### config.mk
export PLATFORM = sky130hd
export DESIGN_NAME = rgu_push_arbiter
export DESIGN_NICKNAME = d
export VERILOG_FILES = /design/src/rtl/rgu_push_arbiter.sv
export SDC_FILE = /design/constraint.sdc
export NUM_CORES = 1
export LEC_CHECK = 0
export CAP_MARGIN = 20
export CORE_ASPECT_RATIO = 1.5
export CORE_MARGIN = 3
export CORE_UTILIZATION = 57
export DETAILED_ROUTE_END_ITERATION = 12
export PLACE_DENSITY = 0.78
export RECOVER_POWER = 100
export SYNTH_ARGS = -nofsm -noshare
export SYNTH_HDL_FRONTEND = slang
export SYNTH_SLANG_ARGS = --single-unit
### constraint.sdc
create_clock -name iClock -period 9.1 [get_ports iClock]
set_input_delay 1.82 -clock iClock [delete_from_list [all_inputs] [get_ports iClock]]
set_output_delay 1.82 -clock iClock [all_outputs]
set_load 0.1 [all_outputs]
### src/rtl/rgu_push_arbiter.sv
// Merges the single-cycle push streams of NUM_RGU ray generation units onto
// one downstream ray FIFO write port. Each lane has a small circular buffer
// because the RGUs cannot be stalled. A round-robin scheduler drains the
// buffers one word per cycle while the downstream FIFO is not full.
module rgu_push_arbiter #(
  parameter int NUM_RGU = 4,
  parameter int DATA_W  = 32,
  parameter int DEPTH   = 4,
  parameter int SRC_W   = 2
) (
  input  logic                      iClock,
  input  logic                      iReset,
  input  logic [NUM_RGU-1:0]        iPush,
  input  logic [NUM_RGU*DATA_W-1:0] iData,
  input  logic                      iDownFull,
  input  logic                      iClearOverflow,
  output logic                      oPush,
  output logic [DATA_W-1:0]         oData,
  output logic [SRC_W-1:0]          oSource,
  output logic [NUM_RGU-1:0]        oOverflow,
  output logic                      oPending
);

  localparam int PTR_W = $clog2(DEPTH);
  localparam int CNT_W = $clog2(DEPTH + 1);
  localparam logic [CNT_W-1:0] CNT_FULL = CNT_W'(DEPTH);

  // Lane buffer storage and bookkeeping
  logic [DATA_W-1:0] laneMem [NUM_RGU][DEPTH];
  logic [PTR_W-1:0]  wrPtr   [NUM_RGU];
  logic [PTR_W-1:0]  rdPtr   [NUM_RGU];
  logic [CNT_W-1:0]  count   [NUM_RGU];
  logic [CNT_W-1:0]  countNext [NUM_RGU];
  logic [SRC_W-1:0]  rr;

  logic [NUM_RGU-1:0] nonEmpty;
  logic [NUM_RGU-1:0] laneFull;
  logic [NUM_RGU-1:0] popLane;
  logic [NUM_RGU-1:0] pushAcc;
  logic [NUM_RGU-1:0] pushDrop;
  logic               anyNext;

  // Grant stage (combinational, feeds the output register)
  logic               vld_p0;
  logic [SRC_W-1:0]   grantLane_p0;
  logic [DATA_W-1:0]  headWord_p0;
  logic [SRC_W:0]     pick_p0;

  // Round-robin search: first requesting lane after 'last', wrapping modulo
  // NUM_RGU. Iterating from the farthest candidate down lets the nearest one
  // overwrite the result, so no early-exit flag is needed. MSB = found.
  function automatic logic [SRC_W:0] pickLane(
    input logic [NUM_RGU-1:0] req,
    input logic [SRC_W-1:0]   last
  );
    logic [SRC_W:0]   res;
    logic [SRC_W-1:0] idx;
    res = '0;
    for (int k = NUM_RGU; k >= 1; k--) begin
      idx = SRC_W'((int'(last) + k) % NUM_RGU);
      if (req[idx]) res = {1'b1, idx};
    end
    return res;
  endfunction

  // Lane occupancy flags derived from the registered counts
  always_comb begin
    nonEmpty = '0;
    laneFull = '0;
    for (int i = 0; i < NUM_RGU; i++) begin
      nonEmpty[i] = (count[i] != '0);
      laneFull[i] = (count[i] == CNT_FULL);
    end
  end

  // Grant selection; a full downstream FIFO suppresses any new grant
  always_comb begin
    pick_p0      = pickLane(nonEmpty, rr);
    vld_p0       = pick_p0[SRC_W] && !iDownFull;
    grantLane_p0 = pick_p0[SRC_W-1:0];
    headWord_p0  = laneMem[grantLane_p0][rdPtr[grantLane_p0]];
  end

  // Per-lane push acceptance, drop detection and next-count computation.
  // A full lane that is popped this cycle frees the slot the push needs.
  always_comb begin
    popLane  = '0;
    pushAcc  = '0;
    pushDrop = '0;
    anyNext  = 1'b0;
    for (int i = 0; i < NUM_RGU; i++) begin
      countNext[i] = count[i];
      popLane[i]   = vld_p0 && (grantLane_p0 == SRC_W'(i));
      pushAcc[i]   = iPush[i] && (!laneFull[i] || popLane[i]);
      pushDrop[i]  = iPush[i] && laneFull[i] && !popLane[i];
      if (pushAcc[i] && !popLane[i]) begin
        countNext[i] = count[i] + CNT_W'(1);
      end else if (!pushAcc[i] && popLane[i]) begin
        countNext[i] = count[i] - CNT_W'(1);
      end
      anyNext = anyNext || (countNext[i] != '0);
    end
  end

  // Buffer storage writes; storage is never reset, validity lives in count
  always_ff @(posedge iClock) begin
    for (int i = 0; i < NUM_RGU; i++) begin
      if (pushAcc[i]) begin
        laneMem[i][wrPtr[i]] <= iData[i*DATA_W +: DATA_W];
      end
    end
  end

  // Pointer/count/round-robin state and the registered output stage
  always_ff @(posedge iClock) begin
    if (iReset) begin
      for (int i = 0; i < NUM_RGU; i++) begin
        wrPtr[i] <= '0;
        rdPtr[i] <= '0;
        count[i] <= '0;
      end
      rr        <= SRC_W'(NUM_RGU - 1);
      oPush     <= 1'b0;
      oData     <= '0;
      oSource   <= '0;
      oOverflow <= '0;
      oPending  <= 1'b0;
    end else begin
      for (int i = 0; i < NUM_RGU; i++) begin
        if (pushAcc[i]) wrPtr[i] <= wrPtr[i] + PTR_W'(1);
        if (popLane[i]) rdPtr[i] <= rdPtr[i] + PTR_W'(1);
        count[i] <= countNext[i];
      end
      // ---- stage p0 -> p1: grant becomes the downstream write ----
      oPush <= vld_p0;
      if (vld_p0) begin
        rr      <= grantLane_p0;
        oData   <= headWord_p0;
        oSource <= grantLane_p0;
      end
      // A drop in the same cycle as a clear pulse must stay visible
      oOverflow <= (oOverflow & ~{NUM_RGU{iClearOverflow}}) | pushDrop;
      oPending  <= anyNext;
    end
  end

endmodule

**Word level (Yosys, flattened, before mapping)**

Memories as Yosys holds them, arrays and structs flattened.
Index checks and enable logic that the tools add are counted.

- Flip-flop bits (word level): 42
- Bits in writable memories: 540
- Input port bits: 136
- Output and inout bits: 40
- Word-level logic and storage cells: 202
- Memories kept: 4

- Add/subtract/negate cells: 20
- Order comparisons: 13
- Equal/unequal tests: 7
- Multiplexer cells: 74
- Bitwise operators: 20
- Reduce and logical (&&, ||, !) cells: 58

Memory list:

| name | words | bits a word | read ports | clocked after Yosys merged registers in | write ports | line | RTL |
|---|---|---|---|---|---|---|---|
| laneMem | 4 | 128 | 1 | 0 | 4 | 29 | `logic [DATA_W-1:0] laneMem [NUM_RGU][DEPTH];` |
| count | 4 | 3 | 4 | 0 | 4 | 32 | `logic [CNT_W-1:0] count [NUM_RGU];` |
| rdPtr | 4 | 2 | 5 | 0 | 4 | 31 | `logic [PTR_W-1:0] rdPtr [NUM_RGU];` |
| wrPtr | 4 | 2 | 4 | 0 | 4 | 30 | `logic [PTR_W-1:0] wrPtr [NUM_RGU];` |

Operators by type and width:

| operator | number |
|---|---|
| 128-bit 2-to-1 mux | 4 |
| 32-bit demux with 2-bit select | 4 |
| 32-bit 2-to-1 mux | 6 |
| 32-bit binary-select mux with 2-bit select | 1 |
| 3-bit 2-to-1 mux | 16 |
| 1-bit 2-to-1 mux | 31 |
| 1-bit logical AND | 29 |
| 3-bit nonzero test | 8 |
| 2-bit by 1-bit adder with 2-bit output, second input constant | 10 |
| 2-bit 2-to-1 mux | 8 |
| 3-bit >= comparator, second input constant | 5 |
| 2-bit inverter with 3-bit output | 5 |
| 1-bit zero test | 13 |
| 3-bit by 1-bit adder with 3-bit output, second input constant | 4 |
| 3-bit equality test, second input constant | 4 |
| 2-bit by 3-bit less-than comparator with 1-bit output, second input constant | 4 |
| 3-bit by 1-bit less-than comparator with 1-bit output, second input constant | 4 |
| 1-bit bitwise OR | 12 |
| 3-bit by 1-bit subtractor with 3-bit output, second input constant | 4 |
| 1-bit binary-select mux with 2-bit select | 4 |
| 1-bit logical OR | 7 |
| 2-bit adder, second input constant | 2 |
| 4-bit AND | 1 |
| 2-bit equality test, second input constant | 2 |
| 4 further kinds | 4 |

**Longest topological paths before layout**

- Depth in word-level cells: 19
- Mapped depth: 15
- Depth with buffers taken out: 10

**Worst setup path after synthesis**

Ideal clock, no wire load.

- Path kind: input-to-reg
- Start point: in iDownFull
- End point: mem laneMem[1][0] (netlist bit), enable pin
- Setup time: 0.392 ns
- Arrival time: 3.551 ns
- Required time: 8.708 ns
- Setup slack: 5.157 ns
- Stages: 6
- Path buffers: 0
- Cells stage by stage: a31oi_1 o21ai_0 a21oi_1 nor2_1 nor2_1 and2_1

RTL lines:

| element | line | RTL |
|---|---|---|
| start: declaration | 15 | `input logic iDownFull,` |
| end: declaration | 29 |  |

==> out/results.tsv <==
stage	metric	value	unit
clock_tree	clk_lat worst skew	590	ps
grt	global route overflow	0	
critical_path	Startpoint Class	register	
clock_tree	Clock Sink Count	582	
critical_path	Setup crit end kind	register	
place	Buffers on Ports	175	
floorplanning	Die Y	257	microns
routing	# DRC	0	
clock_tree	hold_buf cts	0	
clock_tree	deepest clock path buffer count	3	
clock_tree	CTS resizes	0	
critical_path	crit-path max FO	51	
clock_tree	total CTS buffers	51	
floorplanning	I/O pins	176	
routing	post-DR wirelength/cell	25.2	microns
floorplanning	Die X	173	microns
critical_path	FF-to-FF path depth	9	
clock_tree	postcts setup bufs	0	
grt	global-route track usage on met1	32.8	%
grt	Most Crowded Layer GR	met2	
logic_synthesis	main flop type after synthesis	edfxtp_1	
worst_hold_path	HP Class	register to register	
routing	vias per cell	6.19	
layout	most frequent cells in the layout	edfxtp_1 (528), nand2_1 (211), dlygate4sd3_1 (169)	
critical_path	worst path arrival time	6580	ps
floorplanning	cell row count	91	
logic_synthesis	post-synth cell types	65	
critical_path	Setup CP Type	register to register	
logic_synthesis	Mapped Nets	1766	
critical_path	R2R Setup Slk	2340	ps
place	gp weighted congestion	0.844	
run	Max-Cap Viols	18	
routing	Via Count	14600	
sta	final worst path period need	6760	ps
sta	worst rel slew slack	-118	%
grt	met2 usage	46.6	%
routing	DRT iter0 DRCs	1421	
pwr	P_leak	9.76	nW
critical_path	Worst Path Required	8920	ps
layout	# nets final	1921	
grt	number of global-route vias before repair	15000	
critical_path	CP peak stage delay	1480	ps
layout	layout cells sized above 1	7.73	%
layout	combined area of the multi-input logic cells	6430	sq um
critical_path	CP delay by family, top	simple AND/OR/NAND/NOR gates	
sta	Tcrit/Tclk final	74.3	%
outcome	failing checks	capacitance limit, slew limit	
critical_path	CP Depth	9	
clock_tree	CTS tree	done	
logic_synthesis	asr flop ratio synth	0	%
sta	setup tns final	0	ps
floorplanning	Placeable Area	41300	sq um
layout	commonest non-fill, non-tap cell in the layout	edfxtp_1	
layout	Synth-to-Final Area Change	15.8	%
logic_synthesis	#FFs+latches synth	582	
critical_path	most used cell, CP	nor2b_1	
pwr	pwr dens	392	nW/um^2
worst_hold_path	Hold Crit Depth	2	
worst_hold_path	WHS Endpoint	oData[19]	
logic_synthesis	mean post-synth cell area	14.9	sq um
routing	Final ANT Viol Nets	0	
place	hpwl dp	35500	microns
logic_synthesis	number of flops mapped to enable cells by yosys	528	
clock_tree	Root Driver	clkbuf_16	
floorplanning	die area	44500	sq um
floorplanning	initial core utilization	57.8	%
outcome	outcome	finished, violations left	
sta	RSZ-0062 raised after global routing	no	
pwr	Max rail drop VDD	379	uV
layout	register area	16900	sq um
routing	number of detailed-route iterations in the first pass	5	
worst_hold_path	worst hold start	oData[19]	
sta	clock skew	20.5	ps
grt	initial antenna violation count	3	
grt	largest net degree at the start of global routing	89	
critical_path	worst reg2reg path endpoint	laneMem[3][73]	
layout	fillcell total	2822	
sta	Slew Viols, Final	509	
sta	Max Fclk	148	MHz
sta	Final Hold Fails	0	
logic_synthesis	synth warn	0	
critical_path	Slowest-stage cell, CP	nand2_1	
clock_tree	Clk pin slew, worst setup/hold paths	70	ps
logic_synthesis	synthesized area	23900	sq um
sta	actual slew at the worst max-slew pin	3260	ps
grt	global-route usage over all layers	26.5	%
routing	Detailed Route WL	59600	microns
pwr	Total Power	10.9	mW
clock_tree	H-tree depth	2	
critical_path	ordered cell list for the critical path	inv_1, ha_1, nor2b_1, nor2_1, o21ai_0, nand2_1, a21oi_1, nor2b_1, and2_0	
grt	first-pass GRT wire length	89300	microns
critical_path	CP bufs+invs	1	
grt	GR Util met3	3.61	%
logic_synthesis	Cells after Synth	1602	
sta	Final setup viols	0	
logic_synthesis	register area share after synthesis	70.9	%
critical_path	worst r2r src	count[1][1]	
==> registers in the layout (all words and copies together), names as in the netlist <==
register,flops
oPush,1
wrPtr,8
count,12
oData,32
oSource,2
oOverflow,4
oPending,1
laneMem,512
rr,2
rdPtr,8
==> cell type report <==
cell class	instances	share of cell area, %
diodes	2	0.0181
flip-flops and latches	582	61.2
inverters	20	0.271
clock inverters	25	0.890
repair buffers	198	6.80
clock buffers	70	5.09
well taps	558	2.52
multi-input cells	904	23.2
==> stage by stage <==
step | utilization, % | hold slack (ps) | std cells | setup slack (ps) | area, sq um
after global placement | 63.1 | 450 | 2254 | 3560 | 26100
after global routing | 67.0 | 494 | 2358 | 1890 | 27700
after CTS | 67.1 | 472 | 2349 | 3980 | 27700
after detailed placement | 63.1 | 461 | 2254 | 3390 | 26100
final | 67.0 | 467 | 2359 | 2340 | 27700
after floorplan | - | 506 | 1602 | 5160 | 23900
==> worst reg2reg max path, stage by stage, from the launching register on <==
cell and delay (ps):
dfxtp_1 330, inv_1 120, ha_1 220, nor2b_1 600
nor2_1 140, o21ai_0 750, nand2_1 1480, a21oi_1 810
nor2b_1 160, and2_0 1360
==> logic make-up after synthesis <==
family                   after synthesis  synth area share (%)
flip-flops                           582                  70.9
AND/OR/NAND/NOR                      470                  9.54
AO/OA/AOI/OAI                        202                  6.34
multiplexers                         196                  9.30
buffers and inverters                116                  2.20
adder cells (fa/ha/maj)               28                  1.47
XOR/XNOR                               8                 0.293
==> cells in the mapped netlist, types with 2 or more instances <==
master,number,share of area (%)
nor2_1,40,0.63
nand3_1,64,1.3
and2_1,16,0.42
or3_1,2,0.052
o221ai_1,2,0.073
nor3b_1,5,0.16
nand2_1,212,3.3
a21oi_1,27,0.57
o311ai_1,7,0.26
and3_1,33,0.86
o32a_1,2,0.084
o311ai_0,22,0.81
nor4_1,2,0.052
edfxtp_1,528,66
a31o_2,2,0.073
nand3b_1,17,0.53
nand2b_1,14,0.37
nor3_1,15,0.31
inv_1,20,0.31
o31a_1,2,0.073
a311oi_1,17,0.62
a31oi_1,24,0.63
a211o_1,19,0.70
buf_6,6,0.28
buf_4,5,0.16
mux2i_1,158,6.6
nor2b_1,41,1.1
mux4_2,18,1.7
o21ai_1,2,0.042
xnor2_1,8,0.29
ha_1,28,1.5
buf_1,5,0.079
dfxtp_1,54,4.5
o21ai_0,26,0.54
clkbuf_1,58,0.91
mux2_2,19,0.90
buf_2,22,0.46
a211oi_1,30,0.94
a2111oi_0,3,0.11
o21a_1,2,0.063
==> how the worst max path moves through the flow <==
stage                      startpoint        endpoint  slack (ps)
after floorplan             iDownFull   laneMem[1][0]        5160
after global placement      iDownFull  laneMem[1][10]        3560
after detailed placement    iDownFull  laneMem[1][23]        3390
after CTS                   iDownFull  laneMem[1][24]        3980
after global routing      count[3][0]  laneMem[3][93]        1890
final                     count[1][1]  laneMem[3][73]        2340
==> report_power, final <==
| group | leakage [nW] | switching, mW | internal (mW) |
|---|---|---|---|
| clock network | 0.810 | 0.947 | 1.20 |
| registers | 5.32 | 0.133 | 3.26 |
| logic | 3.63 | 3.50 | 1.81 |
| total | 9.76 | 4.58 | 6.28 |
==> metal layers <==
layer / share of wire (%) / vias up
met1: 37 / 7259
met2: 52 / 751
li1: - / 6441
met4: 4.5 / 0
met3: 7.3 / 161
met5: 0 / -
Power figures use the tool's default switching activity.
